## config.mk

```make
export PLATFORM = sky130hd
export DESIGN_NAME = bcrypt_data_mb
export DESIGN_NICKNAME = d
export VERILOG_FILES = /design/src/rtl/bcrypt_data_mb.sv
export SDC_FILE = /design/constraint.sdc
export NUM_CORES = 2
export LEC_CHECK = 0
export CAP_MARGIN = 0
export CORE_ASPECT_RATIO = 1.5
export CORE_MARGIN = 5
export CORE_UTILIZATION = 55
export DETAILED_ROUTE_END_ITERATION = 8
export DONT_BUFFER_PORTS = 1
export HOLD_SLACK_MARGIN = 0.08
export PLACE_DENSITY = 0.67
export SKIP_CTS_REPAIR_TIMING = 1
export SKIP_LAST_GASP = 1
export SYNTH_ARGS = -nofsm -noshare
export SYNTH_HDL_FRONTEND = slang
export SYNTH_SLANG_ARGS = --single-unit
```

## constraint.sdc

```tcl
create_clock -name CLK -period 12.7 [get_ports CLK]
set_clock_uncertainty 0.05 [all_clocks]
set_input_delay 1.905 -clock CLK [delete_from_list [all_inputs] [get_ports CLK]]
set_output_delay 1.905 -clock CLK [all_outputs]
set_load 0.02 [all_outputs]
```

## src/rtl/bcrypt_data_mb.sv

```systemverilog
// Multi-buffer batch FIFO that serializes 32-bit batch words onto the core bus.
// Optional checksum word appended to every batch when BCRYPT_DATA_CSUM_EN is defined.
module bcrypt_data_mb #(
  parameter int unsigned OUT_WIDTH = 8,
  parameter int unsigned NBUF      = 2,
  parameter int unsigned WORDS     = 31
) (
  input  logic                 CLK,
  input  logic                 RST,
  input  logic [31:0]          in_data,
  input  logic                 in_wr_en,
  input  logic [15:0]          in_pkt_id,
  input  logic                 in_gen_end,
  output logic                 in_full,
  output logic [OUT_WIDTH-1:0] dout,
  output logic [1:0]           ctrl,
  output logic                 data_ready,
  output logic [2:0]           ready_cnt,
  output logic [15:0]          bcdata_pkt_id,
  output logic                 bcdata_gen_end,
  input  logic                 start_data_tx,
  output logic                 data_tx_done,
  output logic [1:0]           error
);

  localparam logic [1:0]  CTRL_DATA_START = 2'b01;
  localparam logic [1:0]  CTRL_END        = 2'b10;
  localparam int unsigned RATIO = 32 / OUT_WIDTH;
  localparam int unsigned PW    = (NBUF > 1) ? $clog2(NBUF) : 1;
  localparam int unsigned AW    = (NBUF * WORDS > 1) ? $clog2(NBUF * WORDS) : 1;
  localparam int unsigned CW    = (RATIO > 1) ? $clog2(RATIO) : 1;
`ifdef BCRYPT_DATA_CSUM_EN
  localparam int unsigned TX_WORDS = WORDS + 1;
`else
  localparam int unsigned TX_WORDS = WORDS;
`endif

  typedef enum logic [1:0] {StIdle, StStart, StTx, StDone} state_e;

  state_e          r_state, w_state_next;
  logic [PW-1:0]   r_fill_ptr, r_head_ptr;
  logic [6:0]      r_w, r_word;
  logic [CW-1:0]   r_chunk;
  logic [2:0]      r_ready_cnt;
  logic            r_busy;
  logic [1:0]      r_error;
  logic [OUT_WIDTH-1:0] r_dout;
  logic [31:0]     r_rdata;
  logic [15:0]     r_pkt  [2**PW];
  logic            r_gend [2**PW];
  logic [31:0]     r_mem  [2**AW];
`ifdef BCRYPT_DATA_CSUM_EN
  logic [31:0]     r_csum [2**PW];
`endif

  logic            w_full, w_wr_ok, w_ge_ok, w_commit, w_deq, w_last, w_chunk_end, w_rd_en;
  logic [6:0]      w_rd_word;
  logic [8:0]      w_waddr, w_raddr;
  logic [31:0]     w_word, w_shift;
  logic [OUT_WIDTH-1:0] w_beat;

  function automatic logic [PW-1:0] ptr_inc(input logic [PW-1:0] p);
    return (p == PW'(NBUF - 1)) ? '0 : p + 1'b1;
  endfunction

  always_comb begin
    w_full      = ({1'b0, r_ready_cnt} + {3'b000, r_busy}) == 4'(NBUF);
    w_ge_ok     = in_gen_end & ~w_full;
    w_wr_ok     = in_wr_en & ~w_full & ~in_gen_end;
    w_commit    = w_ge_ok | (w_wr_ok && (r_w == 7'(WORDS - 1)));
    w_deq       = (r_state == StIdle) && start_data_tx && (r_ready_cnt != 3'd0);
    w_chunk_end = (r_chunk == CW'(RATIO - 1));
    w_last      = (r_state == StTx) && (r_word == 7'(TX_WORDS - 1)) && w_chunk_end;
    w_rd_word   = (r_state == StStart) ? 7'd0 : r_word + 7'd1;
    // Next payload word is fetched on the final chunk of the current one.
    w_rd_en     = (r_state == StStart) ||
                  ((r_state == StTx) && w_chunk_end && (w_rd_word < 7'(WORDS)));
    w_waddr     = 9'(r_fill_ptr) * 9'(WORDS) + {2'b00, r_w};
    w_raddr     = 9'(r_head_ptr) * 9'(WORDS) + {2'b00, w_rd_word};
`ifdef BCRYPT_DATA_CSUM_EN
    w_word      = (r_word == 7'(WORDS)) ? r_csum[r_head_ptr] : r_rdata;
`else
    w_word      = r_rdata;
`endif
    w_shift     = w_word >> (32'(r_chunk) * OUT_WIDTH);
    w_beat      = w_shift[OUT_WIDTH-1:0];
  end

  always_comb begin
    w_state_next = r_state;
    unique case (r_state)
      StIdle:  if (w_deq) w_state_next = r_gend[r_head_ptr] ? StDone : StStart;
      StStart: w_state_next = StTx;
      StTx:    if (w_last) w_state_next = StDone;
      StDone:  w_state_next = StIdle;
      default: w_state_next = StIdle;
    endcase
  end

  always_ff @(posedge CLK or posedge RST) begin
    if (RST) r_state <= StIdle;
    else     r_state <= w_state_next;
  end

  always_ff @(posedge CLK or posedge RST) begin
    if (RST) begin
      r_fill_ptr  <= '0;
      r_head_ptr  <= '0;
      r_w         <= '0;
      r_word      <= '0;
      r_chunk     <= '0;
      r_ready_cnt <= '0;
      r_busy      <= 1'b0;
      r_error     <= '0;
      r_dout      <= '0;
      for (int i = 0; i < 2**PW; i++) begin
        r_pkt[i]  <= '0;
        r_gend[i] <= 1'b0;
`ifdef BCRYPT_DATA_CSUM_EN
        r_csum[i] <= '0;
`endif
      end
    end else begin
      if ((w_wr_ok && (r_w == 7'd0)) || w_ge_ok) begin
        r_pkt[r_fill_ptr]  <= in_pkt_id;
        r_gend[r_fill_ptr] <= w_ge_ok;
      end
`ifdef BCRYPT_DATA_CSUM_EN
      if (w_wr_ok) r_csum[r_fill_ptr] <= (r_w == 7'd0) ? in_data : r_csum[r_fill_ptr] ^ in_data;
`endif
      if (w_commit) begin
        r_w        <= '0;
        r_fill_ptr <= ptr_inc(r_fill_ptr);
      end else if (w_wr_ok) begin
        r_w <= r_w + 7'd1;
      end
      if (w_commit && !w_deq)      r_ready_cnt <= r_ready_cnt + 3'd1;
      else if (!w_commit && w_deq) r_ready_cnt <= r_ready_cnt - 3'd1;
      if (w_deq) r_busy <= 1'b1;
      if (r_state == StDone) begin
        r_busy     <= 1'b0;
        r_head_ptr <= ptr_inc(r_head_ptr);
      end
      if ((r_state == StIdle) && start_data_tx && (r_ready_cnt == 3'd0)) r_error[0] <= 1'b1;
      if (in_wr_en && w_full) r_error[1] <= 1'b1;
      if (r_state == StStart) begin
        r_word  <= '0;
        r_chunk <= '0;
      end else if (r_state == StTx) begin
        r_dout <= w_beat;
        if (w_chunk_end) begin
          r_chunk <= '0;
          r_word  <= r_word + 7'd1;
        end else begin
          r_chunk <= r_chunk + 1'b1;
        end
      end
    end
  end

  // Batch RAM: not reset, synchronous read.
  always_ff @(posedge CLK) begin
    if (w_wr_ok) r_mem[w_waddr[AW-1:0]] <= in_data;
    if (w_rd_en) r_rdata <= r_mem[w_raddr[AW-1:0]];
  end

  always_comb begin
    in_full        = w_full;
    dout           = (r_state == StTx) ? w_beat : r_dout;
    ctrl           = (r_state == StStart) ? CTRL_DATA_START : (w_last ? CTRL_END : 2'b00);
    data_ready     = (r_ready_cnt != 3'd0);
    ready_cnt      = r_ready_cnt;
    bcdata_pkt_id  = r_pkt[r_head_ptr];
    bcdata_gen_end = r_gend[r_head_ptr];
    data_tx_done   = (r_state == StDone);
    error          = r_error;
  end

endmodule
```

==> flow_summary.json <==
{
  "place.port_buffers": 0,
  "synth_top_flop_cell": "edfxtp_1",
  "crit_path_top_delay_cell": "fa_4",
  "crit_chain": "inv_1 > ha_1 > buf_4 > nor2_1 > ha_4 > fa_4 > buf_12 > buf_4 > mux4_2 > mux2i_1 > mux2i_1 > mux2i_1 > mux2i_1",
  "clkLatencyLatePin_ps": 820,
  "drive_gt1_share_pct": 25.9,
  "synth_area_um2": 83900,
  "finalHoldViolCount": 0,
  "finalCritPeriodShare_pct": 46.6,
  "grt-ovfl-total": 0,
  "row_count": 175,
  "gp_congestion": 0.769,
  "fin_cells": 5953,
  "first_pass_iters": 5,
  "crit_top_cell": "mux2i_1",
  "drt-initial-drc-count": 3647,
  "crit_type": "flip-flop to flip-flop",
  "ys_types": 48,
  "cts_buffer_depth": 3,
  "status": "completed",
  "clkSlewWorstSetupHoldPaths_ps": 60,
  "min-delay-path-class": "flip-flop to flip-flop",
  "tightest_slew_ps": 1200,
  "syn_to_final_growth_pct": 10.6,
  "drc_errors": 0,
  "syn_avg_cell_area_um2": 22.9,
  "ys_seq_area_share_pct": 76.5,
  "synth-edff-count": 2080,
  "cts-buffers-inserted": 188,
  "grt_pass1_vias": 39273,
  "final_common_cell": "edfxtp_1",
  "dp.cells": 5611,
  "ys_warn_count": 0,
  "rsz0062_at_grt": "false",
  "grt_pass1_wl_mm": 276,
  "ir_worst_vdd_mv": 0.138,
  "die_w_um": 329,
  "wl_mm": 191,
  "nets": 3845,
  "core_area_um2": 152000,
  "worstPathArrival_ps": 6380,
  "end_kind": "flip-flop",
  "cts.sinks": 2148,
  "timing.final.max_slew_violations": 0,
  "worst-path-buf-inv": 4,
  "relSlewSlack_pct": 19.9,
  "start_kind": "flip-flop",
  "synthArstFlopShare_pct": 3.17,
  "fp.dieH_um": 488,
  "antenna_found_initial": 5,
  "num_vias": 37968,
  "final_cell_mix": "2080 x edfxtp_1, 520 x mux4_2, 481 x mux2i_1",
  "setup-violations-final": 0,
  "vias_per_cell": 6.38,
  "initial_core_util_pct": 55.3,
  "htree_num_levels": 4,
  "die_area_um2": 161000,
  "synthCells": 3657,
  "power.density_nw_per_um2": 154,
  "grt_max_degree": 115,
  "period_needed_ps": 5910,
  "yosys_register_bits": 2148,
  "dp.final_hpwl_mm": 102,
  "fmax_ghz": 0.169,
  "rrSetupSlack_ps": 6790,
  "crit_family": "buffers and inverters",
  "cts_tree": "done",
  "cp.required_ps": 13170,
  "power.total_mw": 14.3,
  "crit_path_max_fanout": 94,
  "grt_use_total_pct": 24.2,
  "holdWs_ps": 453,
  "finalSetupTns_ps": 0,
  "io_pins": 88,
  "syn-num-nets": 3736,
  "wl_per_cell_um": 32.2,
  "max_stage_delay_ps": 1210,
  "max_cap_viol_count": 0,
  "p_leak_nw": 31.6,
  "ant_nets": 0,
  "cts_root_buffer": "clkbuf_16"
}
-- synth_stat cells (2+ instances only) --
cell         n  area [µm²]
edfxtp_1  2080       62500
inv_1       17        63.8
a21boi_0     2        15.0
nor2_1      87         327
nor3_2       2        20.0
nand2_1     14        52.6
mux2_2      67         754
ha_1        23         288
buf_1       11        41.3
o21ai_0      9        45.0
o21ai_1      4        20.0
clkbuf_1    69         259
nand4_1      7        43.8
buf_4        2        15.0
xor2_1      15         131
a41oi_1      2        17.5
and3_1       2        12.5
or3_1        6        37.5
a21oi_1      4        20.0
mux2i_1    481        4810
a211oi_1     2        15.0
dfrtp_1     68        1700
a21o_1       8        60.1
nor3_1       5        25.0
buf_6        6        67.6
mux4_2     520       11700
nand3_1     18        90.1
o31ai_1      3        22.5
xnor2_1      9        78.8
o22ai_1      2        12.5
fa_1         3        60.1
nand2b_1     3        18.8
buf_2       91         455
-- metal layers --
metal,up-vias,global-route usage [%],wire [µm]
met4,2,7.79,6510
met2,1431,41.7,99800
met3,279,4.83,13200
met1,20668,31.3,72000
met5,-,0,7
li1,15588,-,-
-- worst reg2reg max path, stage by stage, from the launching register on --
cell	delay, ps
dfrtp_1	420
inv_1	120
ha_1	150
buf_4	310
nor2_1	150
ha_4	190
fa_4	1210
buf_12	560
buf_4	920
mux4_2	450
mux2i_1	190
mux2i_1	150
mux2i_1	570
mux2i_1	150
-- stage by stage --
| step | utilization [%] | setup slack (ps) | cell area (µm²) |
|---|---|---|---|
| after global routing | 61.2 | 6300 | 92800 |
| after CTS | 61.2 | 6710 | 92800 |
| final | 61.2 | 6790 | 92800 |
| after global placement | 57.3 | 6770 | 87000 |
| after floorplan | - | 7950 | 83900 |
| after detailed placement | 57.3 | 6710 | 87000 |
-- state kept, by name, summed over array words and instances (netlist names), 2 cells and up --
name and count:
r_chunk 2, r_state 2, r_rdata 32, r_pkt 32, r_mem 2048, r_dout 8, r_w 7, error 2
r_gend 2, ready_cnt 3, r_word 7
-- report_power, final --
part           total (mW)  internal [mW]  switching [mW]  leakage (nW)
registers            8.10           8.01          0.0848          19.5
logic               0.717          0.230           0.487          9.28
clock network        5.50           3.05            2.45          2.85
-- worst paths after layout --
kind | from | to | cells after the start
setup reg to reg | r_state[1] | r_rdata[5] | 13
setup / recovery | r_state[1] | r_rdata[5] | 13
hold reg to reg | r_dout[4] | r_dout[4] | 1
min in group asynchronous | RST | r_pkt[1] | 2
max in group asynchronous | RST | r_pkt[27] | 2
hold / removal | r_dout[4] | r_dout[4] | 1
-- kinds of logic (layout without fill, tap and decap cells) --
group / after synthesis / in the layout / synth area share [%]
xor gates and xnor gates: 25 / 25 / 0.283
DFF: 2148 / 2148 / 76.5
buffers and inverters: 197 / 455 / 1.08
and+or+nand+nor: 148 / 148 / 0.780
other: 0 / 3 / 0
adders and majority gates: 26 / 26 / 0.415
muxes: 1068 / 1068 / 20.6
AOI/OAI and AO/OA: 45 / 45 / 0.380
-- area by class of cell --
cell class	instances	area (µm²)
clock buffers	238	4980
multi-input cells	1312	19400
repair buffers	98	823
well taps	2035	2550
clock inverters	101	866
inverters	18	67.6
diodes	3	7.51
fillers	10239	58900
flip-flops and latches	2148	64200
No activity file was read; power rests on OpenSTA's default activity.
